## src/rtl/spi_pkg.sv

```systemverilog
// Shared types and constants for the SPI master transfer sequencer.
package spi_pkg;

    typedef enum logic [2:0] {
        ST_IDLE  = 3'd0,
        ST_LOAD  = 3'd1,
        ST_LEAD  = 3'd2,
        ST_XFER  = 3'd3,
        ST_TRAIL = 3'd4,
        ST_DONE  = 3'd5
    } spi_state_e;

    localparam int SPI_BITS  = 8;
    localparam int SPI_EDGES = 16;
    localparam int EDGE_W    = $clog2(SPI_EDGES + 1);

    localparam logic [EDGE_W-1:0] EDGE_ZERO  = EDGE_W'(0);
    localparam logic [EDGE_W-1:0] EDGE_FIRST = EDGE_W'(1);
    localparam logic [EDGE_W-1:0] EDGE_LAST  = EDGE_W'(SPI_EDGES);

    // States in which the slave is selected for the byte in flight.
    function automatic logic ss_active(input spi_state_e s);
        case (s)
            ST_LOAD, ST_LEAD, ST_XFER, ST_TRAIL: ss_active = 1'b1;
            default:                             ss_active = 1'b0;
        endcase
    endfunction

endpackage

```

## src/rtl/spi_baud_div.sv

```systemverilog
// Half-period counter: counts 0..div_i while enabled, flags the terminal count.
module spi_baud_div #(
    parameter int DIV_W = 8
) (
    input  logic             clk_i,
    input  logic             rstn_i,
    input  logic             en_i,
    input  logic             clr_i,
    input  logic [DIV_W-1:0] div_i,
    output logic             tc_o
);

    logic [DIV_W-1:0] cnt_q;

    assign tc_o = en_i && (cnt_q == div_i);

    // Counter register; the terminal count wraps to zero, so the maximum divisor never overflows.
    always_ff @(posedge clk_i or negedge rstn_i) begin
        if (!rstn_i) begin
            cnt_q <= DIV_W'(0);
        end else if (clr_i) begin
            cnt_q <= DIV_W'(0);
        end else if (en_i) begin
            if (cnt_q == div_i) begin
                cnt_q <= DIV_W'(0);
            end else begin
                cnt_q <= cnt_q + DIV_W'(1);
            end
        end
    end

endmodule

```

## src/rtl/spi_xfer_ctrl.sv

```systemverilog
// SPI master transfer sequencer: SCK/SS generation, shifter load/shift/sample strobes, SPIF/WCOL.
// Define SPI_TX_BUF_EN to add a one-deep transmit buffer for back-to-back bytes.
module spi_xfer_ctrl
    import spi_pkg::*;
#(
    parameter int DIV_W   = 8,
    parameter bit SS_AUTO = 1'b1
) (
    input  logic                clk_in,
    input  logic                rstn_in,
    input  logic                spe_in,
    input  logic                cpol_in,
    input  logic                cpha_in,
    input  logic [DIV_W-1:0]    baud_div_in,
    input  logic                ss_sw_in,
    input  logic                dr_wr_in,
    input  logic [SPI_BITS-1:0] dr_wdata_in,
    input  logic                flag_clr_in,
    input  logic [SPI_BITS-1:0] shift_data_in,
    output logic                sck_out,
    output logic                ss_n_out,
    output logic                load_out,
    output logic [SPI_BITS-1:0] tx_byte_out,
    output logic                shift_en_out,
    output logic                sample_en_out,
    output logic [SPI_BITS-1:0] rx_data_out,
    output logic                busy_out,
    output logic                spif_out,
    output logic                wcol_out
);

    spi_state_e          state_q, state_d;
    logic [EDGE_W-1:0]   edge_cnt_q, edge_cnt_d;
    logic [EDGE_W-1:0]   edge_nxt_s;
    logic                cpol_q, cpha_q;
    logic [DIV_W-1:0]    div_q;
    logic                tc_s, cnt_en_s;
    logic                toggle_s, shift_d, sample_d;
    logic                spif_set_s, wcol_set_s;
    logic                start_s, hold_ss_s, ss_low_s;
    logic [SPI_BITS-1:0] start_byte_s;

    logic                sck_q, ss_n_q, load_q, shift_q, sample_q, busy_q, spif_q, wcol_q;
    logic [SPI_BITS-1:0] tx_q, rx_q;

`ifdef SPI_TX_BUF_EN
    logic                buf_full_q, buf_full_d;
    logic [SPI_BITS-1:0] buf_q, buf_d;
`endif

    assign cnt_en_s   = (state_q == ST_LEAD) || (state_q == ST_XFER) || (state_q == ST_TRAIL);
    assign edge_nxt_s = edge_cnt_q + EDGE_FIRST;

    spi_baud_div #(.DIV_W(DIV_W)) u_baud_div (
        .clk_i  (clk_in),
        .rstn_i (rstn_in),
        .en_i   (cnt_en_s),
        .clr_i  (!cnt_en_s),
        .div_i  (div_q),
        .tc_o   (tc_s)
    );

    // Next-state, edge numbering and strobe decode.
    always_comb begin
        state_d      = state_q;
        edge_cnt_d   = edge_cnt_q;
        toggle_s     = 1'b0;
        shift_d      = 1'b0;
        sample_d     = 1'b0;
        spif_set_s   = 1'b0;
        wcol_set_s   = 1'b0;
        start_s      = 1'b0;
        start_byte_s = dr_wdata_in;
        hold_ss_s    = 1'b0;
`ifdef SPI_TX_BUF_EN
        buf_full_d   = buf_full_q;
        buf_d        = buf_q;
`endif
        if ((state_q != ST_IDLE) && !spe_in) begin
            state_d = ST_IDLE;
`ifdef SPI_TX_BUF_EN
            buf_full_d = 1'b0;
`endif
        end else begin
            case (state_q)
                ST_IDLE: begin
                    if (dr_wr_in && spe_in) begin
                        state_d = ST_LOAD;
                        start_s = 1'b1;
                    end else begin
                        state_d = ST_IDLE;
                    end
                end
                ST_LOAD: begin
                    state_d    = ST_LEAD;
                    edge_cnt_d = EDGE_ZERO;
                end
                ST_LEAD, ST_XFER: begin
                    if (tc_s) begin
                        toggle_s   = 1'b1;
                        edge_cnt_d = edge_nxt_s;
                        // Odd edges lead, even edges trail; CPHA swaps which one samples.
                        if (edge_nxt_s[0]) begin
                            sample_d = !cpha_q;
                            shift_d  = cpha_q && (edge_nxt_s != EDGE_FIRST);
                        end else begin
                            sample_d = cpha_q;
                            shift_d  = !cpha_q && (edge_nxt_s != EDGE_LAST);
                        end
                        state_d = (edge_nxt_s == EDGE_LAST) ? ST_TRAIL : ST_XFER;
                    end else begin
                        state_d = state_q;
                    end
                end
                ST_TRAIL: begin
                    if (tc_s) begin
                        state_d    = ST_DONE;
                        spif_set_s = 1'b1;
                    end else begin
                        state_d = ST_TRAIL;
                    end
                end
                ST_DONE: begin
                    state_d = ST_IDLE;
`ifdef SPI_TX_BUF_EN
                    if (buf_full_q) begin
                        state_d      = ST_LOAD;
                        start_s      = 1'b1;
                        start_byte_s = buf_q;
                        buf_full_d   = 1'b0;
                    end else if (dr_wr_in) begin
                        state_d = ST_LOAD;
                        start_s = 1'b1;
                    end else begin
                        state_d = ST_IDLE;
                    end
`endif
                end
                default: state_d = ST_IDLE;
            endcase

            if (dr_wr_in && (state_q != ST_IDLE)) begin
`ifdef SPI_TX_BUF_EN
                if (buf_full_q) begin
                    wcol_set_s = 1'b1;
                end else if (state_q != ST_DONE) begin
                    buf_full_d = 1'b1;
                    buf_d      = dr_wdata_in;
                end else begin
                    wcol_set_s = 1'b0;
                end
`else
                wcol_set_s = 1'b1;
`endif
            end else begin
                wcol_set_s = 1'b0;
            end
        end
`ifdef SPI_TX_BUF_EN
        hold_ss_s = buf_full_d;
`endif
        ss_low_s = ss_active(state_d) || ((state_d == ST_DONE) && hold_ss_s);
    end

    // State, latched transfer configuration and registered outputs.
    always_ff @(posedge clk_in or negedge rstn_in) begin
        if (!rstn_in) begin
            state_q    <= ST_IDLE;
            edge_cnt_q <= EDGE_ZERO;
            cpol_q     <= 1'b0;
            cpha_q     <= 1'b0;
            div_q      <= DIV_W'(0);
            tx_q       <= 8'h00;
            rx_q       <= 8'h00;
            sck_q      <= 1'b0;
            ss_n_q     <= 1'b1;
            load_q     <= 1'b0;
            shift_q    <= 1'b0;
            sample_q   <= 1'b0;
            busy_q     <= 1'b0;
            spif_q     <= 1'b0;
            wcol_q     <= 1'b0;
        end else begin
            state_q    <= state_d;
            edge_cnt_q <= edge_cnt_d;
            if (start_s) begin
                tx_q   <= start_byte_s;
                cpol_q <= cpol_in;
                cpha_q <= cpha_in;
                div_q  <= baud_div_in;
            end
            if ((state_d == ST_IDLE) || start_s) begin
                sck_q <= cpol_in;
            end else if (toggle_s) begin
                sck_q <= ~sck_q;
            end
            if (spif_set_s) begin
                rx_q <= shift_data_in;
            end
            ss_n_q   <= SS_AUTO ? !ss_low_s : ss_sw_in;
            load_q   <= (state_d == ST_LOAD);
            shift_q  <= shift_d;
            sample_q <= sample_d;
            busy_q   <= (state_d != ST_IDLE);
            spif_q   <= spif_set_s || (spif_q && !flag_clr_in);
            wcol_q   <= wcol_set_s || (wcol_q && !flag_clr_in);
        end
    end

`ifdef SPI_TX_BUF_EN
    // Pending-byte buffer; an abort flushes it.
    always_ff @(posedge clk_in or negedge rstn_in) begin
        if (!rstn_in) begin
            buf_full_q <= 1'b0;
            buf_q      <= 8'h00;
        end else begin
            buf_full_q <= buf_full_d;
            buf_q      <= buf_d;
        end
    end
`endif

    assign sck_out       = sck_q;
    assign ss_n_out      = ss_n_q;
    assign load_out      = load_q;
    assign tx_byte_out   = tx_q;
    assign shift_en_out  = shift_q;
    assign sample_en_out = sample_q;
    assign rx_data_out   = rx_q;
    assign busy_out      = busy_q;
    assign spif_out      = spif_q;
    assign wcol_out      = wcol_q;

endmodule
```

## config.mk

```make
export PLATFORM = sky130hd
export DESIGN_NAME = spi_xfer_ctrl
export DESIGN_NICKNAME = d
export VERILOG_FILES = /design/src/rtl/spi_pkg.sv /design/src/rtl/spi_baud_div.sv /design/src/rtl/spi_xfer_ctrl.sv
export SDC_FILE = /design/constraint.sdc
export NUM_CORES = 1
export LEC_CHECK = 0
export ABC_AREA = 1
export CORE_ASPECT_RATIO = 1.5
export CORE_MARGIN = 8
export CORE_UTILIZATION = 49
export DETAILED_ROUTE_END_ITERATION = 6
export PLACE_DENSITY = 0.79
export SKIP_CTS_REPAIR_TIMING = 1
export SLEW_MARGIN = 25
export SYNTH_ARGS = -nofsm -noshare
export SYNTH_HDL_FRONTEND = slang
export SYNTH_SLANG_ARGS = --single-unit
```

## constraint.sdc

```tcl
create_clock -name clk_in -period 2 [get_ports clk_in]
set_input_delay 0.5 -clock clk_in [delete_from_list [all_inputs] [get_ports clk_in]]
set_output_delay 0.5 -clock clk_in [all_outputs]
set_load 0.02 [all_outputs]
```

-- After elaboration in Yosys (flattened, before gate mapping)
Cells that the tools add are included.
- word-level logic and storage cells: 89
- flip-flop bits (word level): 49
- reductions and logical operators: 26
- add/subtract/negate cells: 2
- bitwise gates (word level): 2
- equality and inequality tests: 13
- multiplexer cells: 31
- operator list (operator ; number):
    two-way mux 1 bit ; 23
    two-way mux 8 bit ; 2
    == test 3 x 2 -> 1 bit, second input constant ; 4
    case mux 3 bit (4 select lines) ; 1
    case mux 5 bit (2 select lines) ; 1
    two-way mux 3 bit ; 3
    adder 8 x 1 -> 8 bit, second input constant ; 1
    == test 8 bit ; 1
    logical AND 1 bit ; 8
    == test 3 x 1 -> 1 bit, second input constant ; 2
    == test 3 bit, second input constant ; 2
    zero test 3 bit ; 2
    nonzero test 3 bit ; 2
    adder 5 x 1 -> 5 bit, second input constant ; 1
    == test 5 bit, second input constant ; 1
    logical OR 1 bit ; 5
    two-way mux 5 bit ; 1
    inequality test 5 x 1 -> 1 bit, second input constant ; 1
    inequality test 5 bit, second input constant ; 1
    zero test 1 bit ; 4
    nonzero test 2 bit ; 2
    OR reduction 4 bit ; 1
    AND reduction 3 bit ; 1
    inequality test 2 bit, second input constant ; 1
    other kinds (2) ; 3

-- Logic depth before layout (Yosys ltp)
- depth in word-level cells: 11
- gate-level depth with buffers: 16
- depth with buffers taken out: 16

-- Cells and area by module
A second synthesis with hierarchy kept.
- cells, all modules: 267
- area, all modules: 2456.1 um^2
- by module, submodules not included (module ; sequential area each (um^2) ; instances ; area an instance (um^2) ; cells an instance):
    spi_xfer_ctrl ; 1027.2 ; 1 ; 1853.0 ; 177
    spi_baud_div ; 200.2 ; 1 ; 603.1 ; 90

-- Least setup slack after synthesis
OpenSTA, ideal clock, no wires.
- kind: register to register
- from: register edge_cnt_q[0]
- to: register sck_q (netlist: sck_out)
- setup slack: 388 ps
- arrival: 1496 ps
- library setup time: 116 ps
- cell stages (with the launch flop): 16
- path buffers: 0
- period minus slack after synthesis: 1612 ps
- path through: dfrtp_1 -> ha_1 -> nand2_1 -> clkinv_1 -> nand3_1 -> nand2_2 -> nand3_2 -> nand3_2 -> nand2_1 -> nand2_1 -> nand2_1 -> nand2_1 -> nand3_2 -> nand2_1 -> nand2_1 -> nand2_1
- cells in the longest elaborated chain, start to end: 9
- elaborated cells on any way between the ends: 10
- classes of those cells: 1 x add/sub; 1 x eq/ne; 5 x mux; 3 x reduce/logical
- RTL lines (element ; line ; RTL):
    from (decl) ; spi_xfer_ctrl.sv:33 ; logic [EDGE_W-1:0] edge_cnt_q, edge_cnt_d;
    from (signal assigned) ; spi_xfer_ctrl.sv:185 ; edge_cnt_q <= edge_cnt_d;
    adder 5 x 1 -> 5 bit (*) ; spi_xfer_ctrl.sv:52 ; assign edge_nxt_s = edge_cnt_q + EDGE_FIRST;
    == test 5 bit (*) ; spi_xfer_ctrl.sv:110 ; state_d = (edge_nxt_s == EDGE_LAST) ? ST_TRAIL : ST_XFER;
    two-way mux 3 bit (*) ; spi_xfer_ctrl.sv:110 ;
    two-way mux 3 bit (*) ; spi_xfer_ctrl.sv:99 ; if (tc_s) begin
    case mux 3 bit (4 select lines) (*) ; spi_xfer_ctrl.sv:85 ; case (state_q)
    two-way mux 3 bit (*) ; spi_xfer_ctrl.sv:79 ; if ((state_q != ST_IDLE) && !spe_in) begin
    zero test 3 bit (*) ; spi_xfer_ctrl.sv:192 ; if ((state_d == ST_IDLE) || start_s) begin
    logical OR 1 bit (*) ; spi_xfer_ctrl.sv:192 ;
    two-way mux 1 bit / nonzero test 2 bit (equally long branches) ; n/a ;
    to (signal assigned) ; spi_xfer_ctrl.sv:193 ; sck_q <= cpol_in;
    to (signal assigned) ; spi_xfer_ctrl.sv:195 ; sck_q <= ~sck_q;
    to (decl) ; spi_xfer_ctrl.sv:43 ; logic sck_q, ss_n_q, load_q, shift_q, sample_q, busy_q, spif_q, wcol_q;
Mark *: on every way between the ends. The rest lies on a longest branch, timed or not.
A chain may end at the register's enable or synchronous reset.

-- Final worst setup path
- from: register ss_n_q (netlist: ss_n_out)
- to: output ss_n_out
- RTL lines (element ; line ; RTL):
    from (decl) ; spi_xfer_ctrl.sv:43 ;
    from (signal assigned) ; spi_xfer_ctrl.sv:200 ; ss_n_q <= SS_AUTO ? !ss_low_s : ss_sw_in;
    to (decl) ; spi_xfer_ctrl.sv:21 ; output logic ss_n_out,
No word-level cell between the ends.

==> reports/results.md <==
## Clock tree
* **TritonCTS clock tree** yes
* **clock root buffer** sky130_fd_sc_hd__clkbuf_8
* **total number of clock tree sinks** 49
* **clock latency at the later pin of the worst-skew pair** 0.30 ns
* **H-Tree Depth** 2
* **clock buffer count from CTS** 5
* **clock-pin slew reported for the worst setup and hold paths after clock tree synthesis** 0.09 ns
* **buffers from clock root to sink, at most** 2

## Placed design
* **dpl cell area** 3010 um^2
* **GPL Wtd Cong** 0.871
* **hpwl dp** 3.82 mm
* **# port buffers** 54

## Logic synthesis
* **Syn Nets** 308
* **ranking of synthesized cells by area** sky130_fd_sc_hd__dfrtp_1 51%, sky130_fd_sc_hd__nand2_1 14%, sky130_fd_sc_hd__inv_1 5.5%
* **leading area contributor after synthesis** sky130_fd_sc_hd__dfrtp_1
* **Synth top area share** 50.6%
* **register area share after synthesis** 51.7%
* **average footprint of a synthesized cell** 8.70 um^2
* **total standard cell area after synthesis** 2370 um^2
* **synthesized flop and latch total** 49
* **synthesized instance count** 273
* **number of distinct library cell variants in the gate-level netlist after synthesis** 28
* **Ys Warns** 0

## Power
* **PD cells** 1120 nW/um^2
* **Leakage** 1.55 nW
* **worst vdd rail ir drop** 786 uV
* **total power** 3.50 mW

## Worst setup path
* **arrival time of data at the critical path endpoint** 1.43 ns
* **Critical Setup Path Class** reg2out
* **worst reg2reg path depth** 15
* **critical path depth** 1
* **cell family with most CP delay** buffers and inverters
* **Data required, critical path** 1.50 ns
* **Critical path buffers and inverters** 1
* **Worst path slowest cell** sky130_fd_sc_hd__clkdlybuf4s50_1
* **list of cells traversed by the critical path** clkdlybuf4s50_1
* **Worst path max stage delay** 0.60 ns
* **crit end category** output pin
* **peak fanout along the critical path** 1
* **startpoint types** flip-flop

## Global route
* **layer carrying the most global-route usage** met2
* **gr ovfl total** 0
* **Global Route Usage Sum** 14.4%
* **met1 Usage GRT** 15.5%
* **met2 track demand over resource in global routing** 26.1%
* **global-route wire length before repair** 8.38 mm
* **number of antenna violations at the first check in global routing** 0
* **global routing usage on met3** 3.17%
* **maximum number of pins on one net before global-route repair** 28
* **number of global-route vias before repair** 1862

## Die
* **overall die width** 72.8 um
* **io pins** 56
* **# rows** 31
* **total die area** 7380 um^2
* **effective utilization at floorplan** 50.2%
* **floorplan core area** 4730 um^2
* **vertical extent of the die** 101 um

## Detailed routing
* **ANT nets after route** 0
* **total DRC errors in the routed layout** 0
* **DR vias** 1869
* **Avg Vias per Cell** 4.64
* **detailed router's first-iteration violation count** 70
* **wire length reported by the detailed router** 4.86 mm
* **Pre-antenna DRT Iters** 4
* **wire length per cell after detailed routing** 12.1 um

## Timing
* **Achievable Freq** 0.518 GHz
* **actual slew at the worst max-slew pin** 0.326 ns
* **final number of setup-violating endpoints** 0
* **tightest slew margin relative to the limit** 78.1%
* **shortest clock period the worst path allows after layout** 1.93 ns
* **total negative slack for setup checks** 0 ns
* **setup repair after global routing missed its margin** no
* **period utilisation layout** 96.6%
* **Layout Skew** 0.00582 ns
* **Final Hold Viols** 0
* **fin. max-slew vios** 0

## Min path
* **class of the worst hold path** reg2reg
* **number of cells on the worst hold path** 2

## Outcome
* **result of the run** completed

## Final layout
* **Net count, final** 371
* **final non-filler cell area** 3110 um^2
* **Diodes inserted** 0
* **synthesis-to-finish area growth** 31.1%
* **share of the core filled with cells** 65.8%
* **fraction of final layout cells sized beyond drive strength 1** 13.1%
* **total of fill cells in the finished design** 408

## Job
* **max cap viols** 0

## cell usage after synthesis
library cell / number
sky130_fd_sc_hd__nand2_1: 89
sky130_fd_sc_hd__dfrtp_1: 48
sky130_fd_sc_hd__inv_1: 35
sky130_fd_sc_hd__nor2_1: 15
sky130_fd_sc_hd__o21ai_0: 14
sky130_fd_sc_hd__nand3_1: 11
sky130_fd_sc_hd__mux2_4: 8
sky130_fd_sc_hd__inv_2: 5
sky130_fd_sc_hd__nor3_1: 5
sky130_fd_sc_hd__nand2_2: 4
sky130_fd_sc_hd__o21ai_1: 4
sky130_fd_sc_hd__xor2_1: 4
sky130_fd_sc_hd__clkinv_1: 3
sky130_fd_sc_hd__ha_1: 3
sky130_fd_sc_hd__nand3_2: 3
sky130_fd_sc_hd__nor2_2: 3
sky130_fd_sc_hd__o22ai_1: 3
sky130_fd_sc_hd__xnor2_1: 3
sky130_fd_sc_hd__a21oi_1: 2
sky130_fd_sc_hd__clkbuf_1: 2
sky130_fd_sc_hd__nand2_4: 2
sky130_fd_sc_hd__buf_4: 1
sky130_fd_sc_hd__dfstp_2: 1
sky130_fd_sc_hd__nand2_8: 1
sky130_fd_sc_hd__nand4_1: 1
sky130_fd_sc_hd__nor2_4: 1
sky130_fd_sc_hd__nor2_8: 1
sky130_fd_sc_hd__o21ai_2: 1
## where the power goes
part           internal, mW  total (mW)  switching (mW)
logic                 0.588        1.44           0.847
registers              1.28        1.47           0.190
clock network         0.253       0.589           0.337
## cells by family (layout without fill, tap and decap cells)
group | count (synthesis) | in the layout | share of synthesized area [%]
mux | 8 | 8 | 5.06
buf+inv | 46 | 110 | 7.43
xor+xnor | 7 | 7 | 2.58
fa+ha+maj | 3 | 3 | 1.58
flops | 49 | 49 | 51.7
simple gates | 136 | 136 | 26.3
compound gates | 24 | 24 | 5.37
## per-stage QoR
step / std cells / setup WS, ns / hold WS (ns)
floorplan: 273 / 0.388 / 0.204
global placement: 394 / 0.111 / 0.324
detailed placement: 394 / 0.113 / 0.328
CTS: 402 / 0.0425 / -0.00384
global route: 403 / 0.00531 / 0.507
finish: 403 / 0.0683 / 0.476
## sequential cells by signal (all words and copies together) (netlist names), 3 cells and up
name              count
edge_cnt_q            5
state_q               3
div_q                 8
rx_data_out           8
tx_byte_out           8
u_baud_div.cnt_q      8
## per-layer routing
layer,share of wire [%],vias to the layer above
li1,-,963
met1,41,868
met2,55,32
met3,2.3,6
met4,1.6,0
met5,0,-
## area by class of cell
class,instances,area (um^2),share of cell area [%]
sequential,49,1230,39.4
multi-input combinational,178,973,31.3
timing repair buffer,59,576,18.5
inverter,43,161,5.18
tap,66,82.6,2.65
clock buffer,5,68.8,2.21
clock inverter,3,25.0,0.804
## final timing paths
path / slack (ns) / end / start
max: 0.07 / ss_n_out / ss_n_out
min: 0.48 / tx_byte_out[5] / tx_byte_out[5]
max reg2reg: 0.20 / sck_out / edge_cnt_q[0]
min reg2reg: 0.48 / tx_byte_out[5] / tx_byte_out[5]
max in group asynchronous: 0.88 / ss_n_out / rstn_in
min in group asynchronous: 0.54 / div_q[2] / rstn_in
## cell usage in the layout (no fill, tap or decap), drive strengths merged
| cell | count |
|---|---|
| ha | 3 |
| clkbuf | 5 |
| buf | 5 |
| clkdlybuf4s50 | 53 |
| inv | 41 |
| nor3 | 5 |
| dfstp | 1 |
| dfrtp | 48 |
| mux2 | 8 |
| dlygate4sd3 | 1 |
| o22ai | 3 |
| xor2 | 4 |
| nor2 | 20 |
| xnor2 | 3 |
| clkinv | 4 |
| nand4 | 1 |
| nand3 | 14 |
| clkinvlp | 1 |
| o21ai | 19 |
| nand2 | 96 |
| a21oi | 2 |
Power figures use the tool's default switching activity.
